$ cat src/rtl/tone_mix_gen.sv
// tone_mix_gen: NCH-tone phase sweep for external CORDICs, plus a decimated mix of their sin/cos results.
// Optional build macro TONE_MIX_SAT_EN: saturating unity-gain sum instead of averaging.
`default_nettype none

module tone_mix_gen #(
  parameter int NCH    = 2,
  parameter int W      = 16,
  parameter int DECIM  = 5,
  parameter int SETTLE = 4
) (
  input  logic                 clk,
  input  logic                 reset_n,
  input  logic                 enable,
  input  logic [NCH*W-1:0]     phase_inc,
  output logic                 phase_tvalid,
  output logic [NCH*W-1:0]     phase_tdata,
  input  logic [NCH-1:0]       sincos_tvalid,
  input  logic [NCH*2*W-1:0]   sincos_tdata,
  output logic                 mix_tvalid,
  output logic [W-1:0]         mix_sin,
  output logic [W-1:0]         mix_cos,
  output logic                 running
);

  localparam int LG  = (NCH > 1) ? $clog2(NCH) : 0;
  localparam int SW  = W + LG;
  localparam int PW  = W + 2;
  localparam int DW  = (DECIM > 1) ? $clog2(DECIM) : 1;
  localparam int STW = (SETTLE > 1) ? $clog2(SETTLE) : 1;

  // +/-pi and 2pi in 1.2.13, held in W+2 bits so phase+inc cannot overflow
  localparam logic signed [PW-1:0] PI_POS = PW'(25736);
  localparam logic signed [PW-1:0] PI_NEG = PW'(-25736);
  localparam logic signed [PW-1:0] TWO_PI = PW'(51472);

  typedef enum logic [1:0] {
    ST_IDLE  = 2'd0,
    ST_PRIME = 2'd1,
    ST_RUN   = 2'd2
  } state_t;

  state_t             state_q;
  logic [NCH*W-1:0]   phase_q;
  logic [NCH*W-1:0]   phase_d;
  logic [DW-1:0]      dec_q;
  logic [STW-1:0]     settle_q;
  logic               all_valid;

  logic signed [PW-1:0] ph_cur, ph_inc, ph_sum, ph_next;
  logic signed [SW-1:0] ext_sin, ext_cos, sum_sin, sum_cos;
  logic signed [SW-1:0] shf_sin, shf_cos;
  logic [W-1:0]         comb_sin, comb_cos;

  assign all_valid   = &sincos_tvalid;
  assign phase_tdata = phase_q;

  always_comb begin
    phase_d = phase_q;
    ph_cur  = '0;
    ph_inc  = '0;
    ph_sum  = '0;
    ph_next = '0;
    for (int k = 0; k < NCH; k++) begin
      ph_cur = $signed(phase_q[k*W +: W]);
      ph_inc = $signed(phase_inc[k*W +: W]);
      ph_sum = ph_cur + ph_inc;
      if (ph_sum >= PI_POS) begin
        ph_next = ph_sum - TWO_PI;
      end else if (ph_sum < PI_NEG) begin
        ph_next = ph_sum + TWO_PI;
      end else begin
        ph_next = ph_sum;
      end
      phase_d[k*W +: W] = ph_next[W-1:0];
    end
  end

  // Exact sum over all tones; the widened accumulator makes overflow impossible
  always_comb begin
    sum_sin = '0;
    sum_cos = '0;
    ext_sin = '0;
    ext_cos = '0;
    for (int k = 0; k < NCH; k++) begin
      ext_sin = $signed(sincos_tdata[k*2*W + W +: W]);
      ext_cos = $signed(sincos_tdata[k*2*W +: W]);
      sum_sin = sum_sin + ext_sin;
      sum_cos = sum_cos + ext_cos;
    end
  end

`ifdef TONE_MIX_SAT_EN
  localparam logic signed [SW-1:0] SAT_MAX = SW'((2**(W-1)) - 1);
  localparam logic signed [SW-1:0] SAT_MIN = SW'(-(2**(W-1)));

  always_comb begin
    shf_sin = sum_sin;
    shf_cos = sum_cos;
    if (sum_sin > SAT_MAX) begin
      shf_sin = SAT_MAX;
    end else if (sum_sin < SAT_MIN) begin
      shf_sin = SAT_MIN;
    end
    if (sum_cos > SAT_MAX) begin
      shf_cos = SAT_MAX;
    end else if (sum_cos < SAT_MIN) begin
      shf_cos = SAT_MIN;
    end
    comb_sin = shf_sin[W-1:0];
    comb_cos = shf_cos[W-1:0];
  end
`else
  always_comb begin
    shf_sin  = sum_sin >>> LG;
    shf_cos  = sum_cos >>> LG;
    comb_sin = shf_sin[W-1:0];
    comb_cos = shf_cos[W-1:0];
  end
`endif

  always_ff @(posedge clk or negedge reset_n) begin
    if (!reset_n) begin
      state_q      <= ST_IDLE;
      phase_q      <= '0;
      dec_q        <= '0;
      settle_q     <= '0;
      phase_tvalid <= 1'b0;
      mix_tvalid   <= 1'b0;
      mix_sin      <= '0;
      mix_cos      <= '0;
      running      <= 1'b0;
    end else begin
      mix_tvalid <= 1'b0;
      if (!enable) begin
        // Dropping enable discards any sample that would have been due this edge
        state_q      <= ST_IDLE;
        phase_q      <= '0;
        dec_q        <= '0;
        settle_q     <= '0;
        phase_tvalid <= 1'b0;
        running      <= 1'b0;
      end else begin
        case (state_q)
          ST_IDLE: begin
            state_q      <= ST_PRIME;
            phase_q      <= '0;
            dec_q        <= '0;
            settle_q     <= '0;
            phase_tvalid <= 1'b1;
          end
          ST_PRIME: begin
            phase_q <= phase_d;
            if (SETTLE == 0) begin
              state_q <= ST_RUN;
              running <= 1'b1;
            end else if (all_valid) begin
              if (settle_q == STW'(SETTLE - 1)) begin
                state_q  <= ST_RUN;
                running  <= 1'b1;
                settle_q <= '0;
              end else begin
                settle_q <= settle_q + STW'(1);
              end
            end
          end
          ST_RUN: begin
            phase_q <= phase_d;
            if (all_valid) begin
              if (dec_q == DW'(DECIM - 1)) begin
                dec_q      <= '0;
                mix_sin    <= comb_sin;
                mix_cos    <= comb_cos;
                mix_tvalid <= 1'b1;
              end else begin
                dec_q <= dec_q + DW'(1);
              end
            end
          end
          default: begin
            state_q      <= ST_IDLE;
            phase_q      <= '0;
            phase_tvalid <= 1'b0;
            running      <= 1'b0;
          end
        endcase
      end
    end
  end

endmodule

`default_nettype wire

$ cat config.mk
export PLATFORM = sky130hd
export DESIGN_NAME = tone_mix_gen
export DESIGN_NICKNAME = d
export VERILOG_FILES = /design/src/rtl/tone_mix_gen.sv
export SDC_FILE = /design/constraint.sdc
export NUM_CORES = 1
export LEC_CHECK = 0
export ABC_AREA = 1
export BUFFER_PORTS_ARGS = -buffer_cell sky130_fd_sc_hd__buf_2
export CORE_UTILIZATION = 35
export CTS_BUF_LIST = sky130_fd_sc_hd__clkbuf_8
export CTS_CLUSTER_DIAMETER = 60
export CTS_CLUSTER_SIZE = 40
export DETAILED_ROUTE_END_ITERATION = 8
export GPL_ROUTABILITY_DRIVEN = 0
export HOLD_SLACK_MARGIN = 0.08
export SLEW_MARGIN = 20
export SYNTH_ARGS = -nofsm -noshare
export SYNTH_HDL_FRONTEND = slang
export SYNTH_SLANG_ARGS = --single-unit
$ cat constraint.sdc
create_clock -name clk -period 2.5 [get_ports clk]
set_clock_uncertainty 0.1 [all_clocks]
set_input_delay 0.5 -clock clk [delete_from_list [all_inputs] [get_ports clk]]
set_output_delay 0.5 -clock clk [all_outputs]
set_load 0.05 [all_outputs]
==> implementation parameters <==
Parameter                              Value

Global route
  Largest net degree at the start of global routing    37
  Antenna violations before repair    0
  Vias in the first global route    9625
  GRT Util Overall    23.2%
  Wire length of the first global-routing pass    45100 microns
  Remaining global-route overflow    0

Power and ir drop
  Switching fraction of total power    53.3%
  Internal cell power    0.00668 W
  Part of the total power dissipated in combinational logic    81.5%
  Pwr Density    1140 nW/um^2
  Static leakage power    6.83 nW
  Power spent charging and discharging nets    0.00762 W
  Part of the total power dissipated in sequential elements    11.5%
  Peak ir drop on the vdd network    0.501 mV
  Clock power frac    7.0%

Yosys
  Post-synthesis instance total    1342
  Share of the yosys chip area belonging to registers    22.5%
  Most instantiated flip-flop cell in the synthesis netlist    sky130_fd_sc_hd__dfrtp_1
  Post-synth EDFFs    0
  Top-count cell post-synth    sky130_fd_sc_hd__nand2_1
  Synthesized net count    1522
  Top cells by area in the synthesized netlist    sky130_fd_sc_hd__nand2_1 (23%), sky130_fd_sc_hd__dfrtp_1 (23%), sky130_fd_sc_hd__ha_1 (11%)
  Mapped cell area    8210 sq um
  Top cell type by total area after synthesis    sky130_fd_sc_hd__nand2_1
  Post-synthesis area per instance    6.12 sq um
  Number of flip-flops and latches in the synthesized netlist    74
  Leading cell types by count after synthesis    sky130_fd_sc_hd__nand2_1 (498), sky130_fd_sc_hd__inv_1 (164), sky130_fd_sc_hd__nor2_1 (124)
  FFs w/ async S/R, synth    100%
  Number of distinct library cells after synthesis    42
  Area share of the largest cell type after synthesis    22.8%
  Total number of yosys warnings    0

Critical path
  Critical path launch point type    register
  Top fanout value on the critical path    5
  Length in cells of the worst reg-to-reg path    20
  Start-to-end type of the worst setup path    register to register
  Required arrival time at the worst endpoint    2.68 ns
  Critical Path End Type    register
  Crit path arrival time    2.90 ns

Timing
  Sum of negative setup slack    -3.04 ns
  Max Slew Vio Count    0
  Hold_ws    0.345 ns
  Actual slew at the worst max-slew pin    0.532 ns
  Shortest period the worst path allows    2.71 ns
  Smallest setup slack after layout    -0.211 ns
  Hold Vio Cnt, Final    0
  Final setup violation count    24
  Highest attainable clock frequency    369 MHz
  Relative slew margins    64.6%
  Crit share post-route    108%
  Setup repair after global routing missed its margin    true

Route
  Total number of vias    9965
  Routed wire per std cell    13.9 microns
  Remaining routing DRC violations    0
  Top routing layer used    met4
  Met3 wire length    1680 microns
  Average via count per standard cell    4.90
  Number of detailed-route iterations in the first pass    7
  Overall routed net length    28400 microns
  DRC marker count from the first detailed-route iteration    551
  Met2 wirelength from detailed routing    13700 microns
  Post-route met1 wirelength    12300 microns
  Final ANT Viol Nets    0

Layout
  Final layout net count    1895
  Fill cells    2242
  Final standard cell count with taps included and fillers excluded    2033
  Total area of multi-input combinational cells    6930 sq um
  Ratio of cells with drive above 1 in the final layout    40.3%
  Antenna cells    0
  Relative area change from synthesis to final layout    52.6%
  FF+latch area    1880 sq um

Clock network
  Clk slew on worst S/H paths    0.09 ns
  Root cell of the clock tree    sky130_fd_sc_hd__clkbuf_8
  Number of buffers on the longest clock path    2
  Cts bufs inserted    9
  CTS tree    built
  Clock latency on the worst-skew pair    0.37 ns
  Max H-tree Level    3
  Sink Count    74

Placed design
  Number of I/O port buffers    167
  Total half-perimeter wirelength after legalization and detailed placement    21400 microns
  Placed insts    1988
  Post-place setup slack    -0.443 ns

Min path
  Class of the most critical hold timing path    input port to register
  Depth of the worst hold-timing path    3

Flow run
  Max-Cap Viols    0

Floorplan
  Die footprint    24100 sq um
  Top-level port count    168
  Area of the core region    22800 sq um
  Row cnt    55
  Width of the chip    155 microns
  Die height    155 microns
  Initial Utilization    35.9%

Outcome
  Status    finished with violations
  Violated checks    setup timing
## flip-flops by register name (all words and copies together), names as in the netlist, 2 cells and up
signal	count
mix_cos	16
dec_q	3
settle_q	2
state_q	2
mix_sin	16
phase_tdata	32
## placed cells by master, fill, tap and decap left out, types with 3 or more instances in the layout
master and count:
sky130_fd_sc_hd__a21oi_1 49, sky130_fd_sc_hd__a21oi_2 16, sky130_fd_sc_hd__a21oi_4 3, sky130_fd_sc_hd__a31oi_1 6
sky130_fd_sc_hd__and2_1 6, sky130_fd_sc_hd__buf_2 166, sky130_fd_sc_hd__buf_4 187, sky130_fd_sc_hd__buf_6 15
sky130_fd_sc_hd__clkbuf_8 10, sky130_fd_sc_hd__dfrtp_1 54, sky130_fd_sc_hd__dfrtp_2 20, sky130_fd_sc_hd__ha_1 50
sky130_fd_sc_hd__ha_4 23, sky130_fd_sc_hd__inv_1 149, sky130_fd_sc_hd__inv_2 14, sky130_fd_sc_hd__inv_4 4
sky130_fd_sc_hd__nand2_1 402, sky130_fd_sc_hd__nand2_2 90, sky130_fd_sc_hd__nand2_4 30, sky130_fd_sc_hd__nand3_1 77
sky130_fd_sc_hd__nand3_2 34, sky130_fd_sc_hd__nand3_4 16, sky130_fd_sc_hd__nand3b_1 3, sky130_fd_sc_hd__nand4_1 28
sky130_fd_sc_hd__nor2_1 88, sky130_fd_sc_hd__nor2_2 27, sky130_fd_sc_hd__nor2_4 15, sky130_fd_sc_hd__nor3_1 6
sky130_fd_sc_hd__o21ai_0 52, sky130_fd_sc_hd__o21ai_1 7, sky130_fd_sc_hd__o21ai_2 3, sky130_fd_sc_hd__o21ai_4 3
sky130_fd_sc_hd__or2_2 3, sky130_fd_sc_hd__xnor2_1 10, sky130_fd_sc_hd__xor2_1 26
## metrics by stage
stage / utilization [%] / area (sq um) / total power (W)
after floorplan: - / 8380 / 0.00744
after global placement: 47.7 / 10900 / 0.0109
after detailed placement: 47.7 / 10900 / 0.0109
after CTS: 51.4 / 11700 / 0.0130
after global routing: 54.9 / 12500 / 0.0154
final: 54.9 / 12500 / 0.0143
## power groups by stage
stage / Combinational (W) / Clock [W] / Sequential [W]
final: 0.0117 / 0.00101 / 0.00164
after floorplan: 0.00526 / 0 / 0.00218
after global placement: 0.00925 / 0 / 0.00163
after CTS: 0.0103 / 0.00106 / 0.00163
after global routing: 0.0127 / 0.00110 / 0.00166
after detailed placement: 0.00928 / 0 / 0.00163
## area by class of cell
type / count / share of cell area (%)
clock buffers: 10 / 1.10
clock inverters: 6 / 0.519
inverters: 168 / 5.11
multi-input cells: 1089 / 55.3
flip-flops and latches: 74 / 15.0
well taps: 313 / 3.12
repair buffers: 373 / 19.9
## worst max-delay path: stages (launching register included)
cell	delay [ns]
sky130_fd_sc_hd__dfrtp_2	0.39
sky130_fd_sc_hd__ha_4	0.13
sky130_fd_sc_hd__inv_2	0.04
sky130_fd_sc_hd__fa_2	0.38
sky130_fd_sc_hd__inv_4	0.09
sky130_fd_sc_hd__nand2_2	0.07
sky130_fd_sc_hd__nand3_4	0.10
sky130_fd_sc_hd__nand2_2	0.07
sky130_fd_sc_hd__nand2_1	0.08
sky130_fd_sc_hd__nand2_1	0.06
sky130_fd_sc_hd__nand2_2	0.13
sky130_fd_sc_hd__buf_4	0.14
sky130_fd_sc_hd__nand3_2	0.07
sky130_fd_sc_hd__nand2_1	0.10
sky130_fd_sc_hd__nand2_2	0.09
sky130_fd_sc_hd__nand3_4	0.14
sky130_fd_sc_hd__buf_6	0.15
sky130_fd_sc_hd__nand2_1	0.05
sky130_fd_sc_hd__nand2_1	0.05
sky130_fd_sc_hd__nor2_1	0.04
sky130_fd_sc_hd__nor2_1	0.15
## per-layer routing
| layer | vias up | global-route usage, % |
|---|---|---|
| met1 | 4521 | 28.6 |
| met5 | - | 0 |
| met2 | 326 | 40.3 |
| met3 | 52 | 4.57 |
| li1 | 5066 | - |
| met4 | 0 | 7.75 |
## worst paths after layout
check                                            end                startpoint  slack (ns)
min in group asynchronous     mix_cos[8]$_DFFE_PN0P_                   reset_n        0.53
max                        phase_tdata[13]$_DFF_PN0_  phase_tdata[0]$_DFF_PN0_       -0.21
max in group asynchronous   phase_tdata[5]$_DFF_PN0_                   reset_n        1.19
min reg2reg                 phase_tvalid$_DFFE_PN0P_  phase_tvalid$_DFFE_PN0P_        0.39
max reg2reg                phase_tdata[13]$_DFF_PN0_  phase_tdata[0]$_DFF_PN0_       -0.21
min                           state_q[1]$_DFFE_PN0P_                    enable        0.34
## cell families after synthesis
kind of cell,Yosys count,share of synthesized area (%)
AO/OA/AOI/OAI,147,9.51
XOR/XNOR,36,3.84
adder cells (fa/ha/maj),79,12.4
buffers and inverters,182,8.79
flip-flops,74,22.5
AND/OR/NAND/NOR,824,42.9
## what timing repair did
action,in CTS,in global routing
hold buffers,1,0
cloned,4,3
pin swaps,58,77
hold endpoints to repair,34,0
buffers inserted,9,12
endpoints found under the setup margin,24,28
resized for setup,143,158
Power figures use the tool's default switching activity.
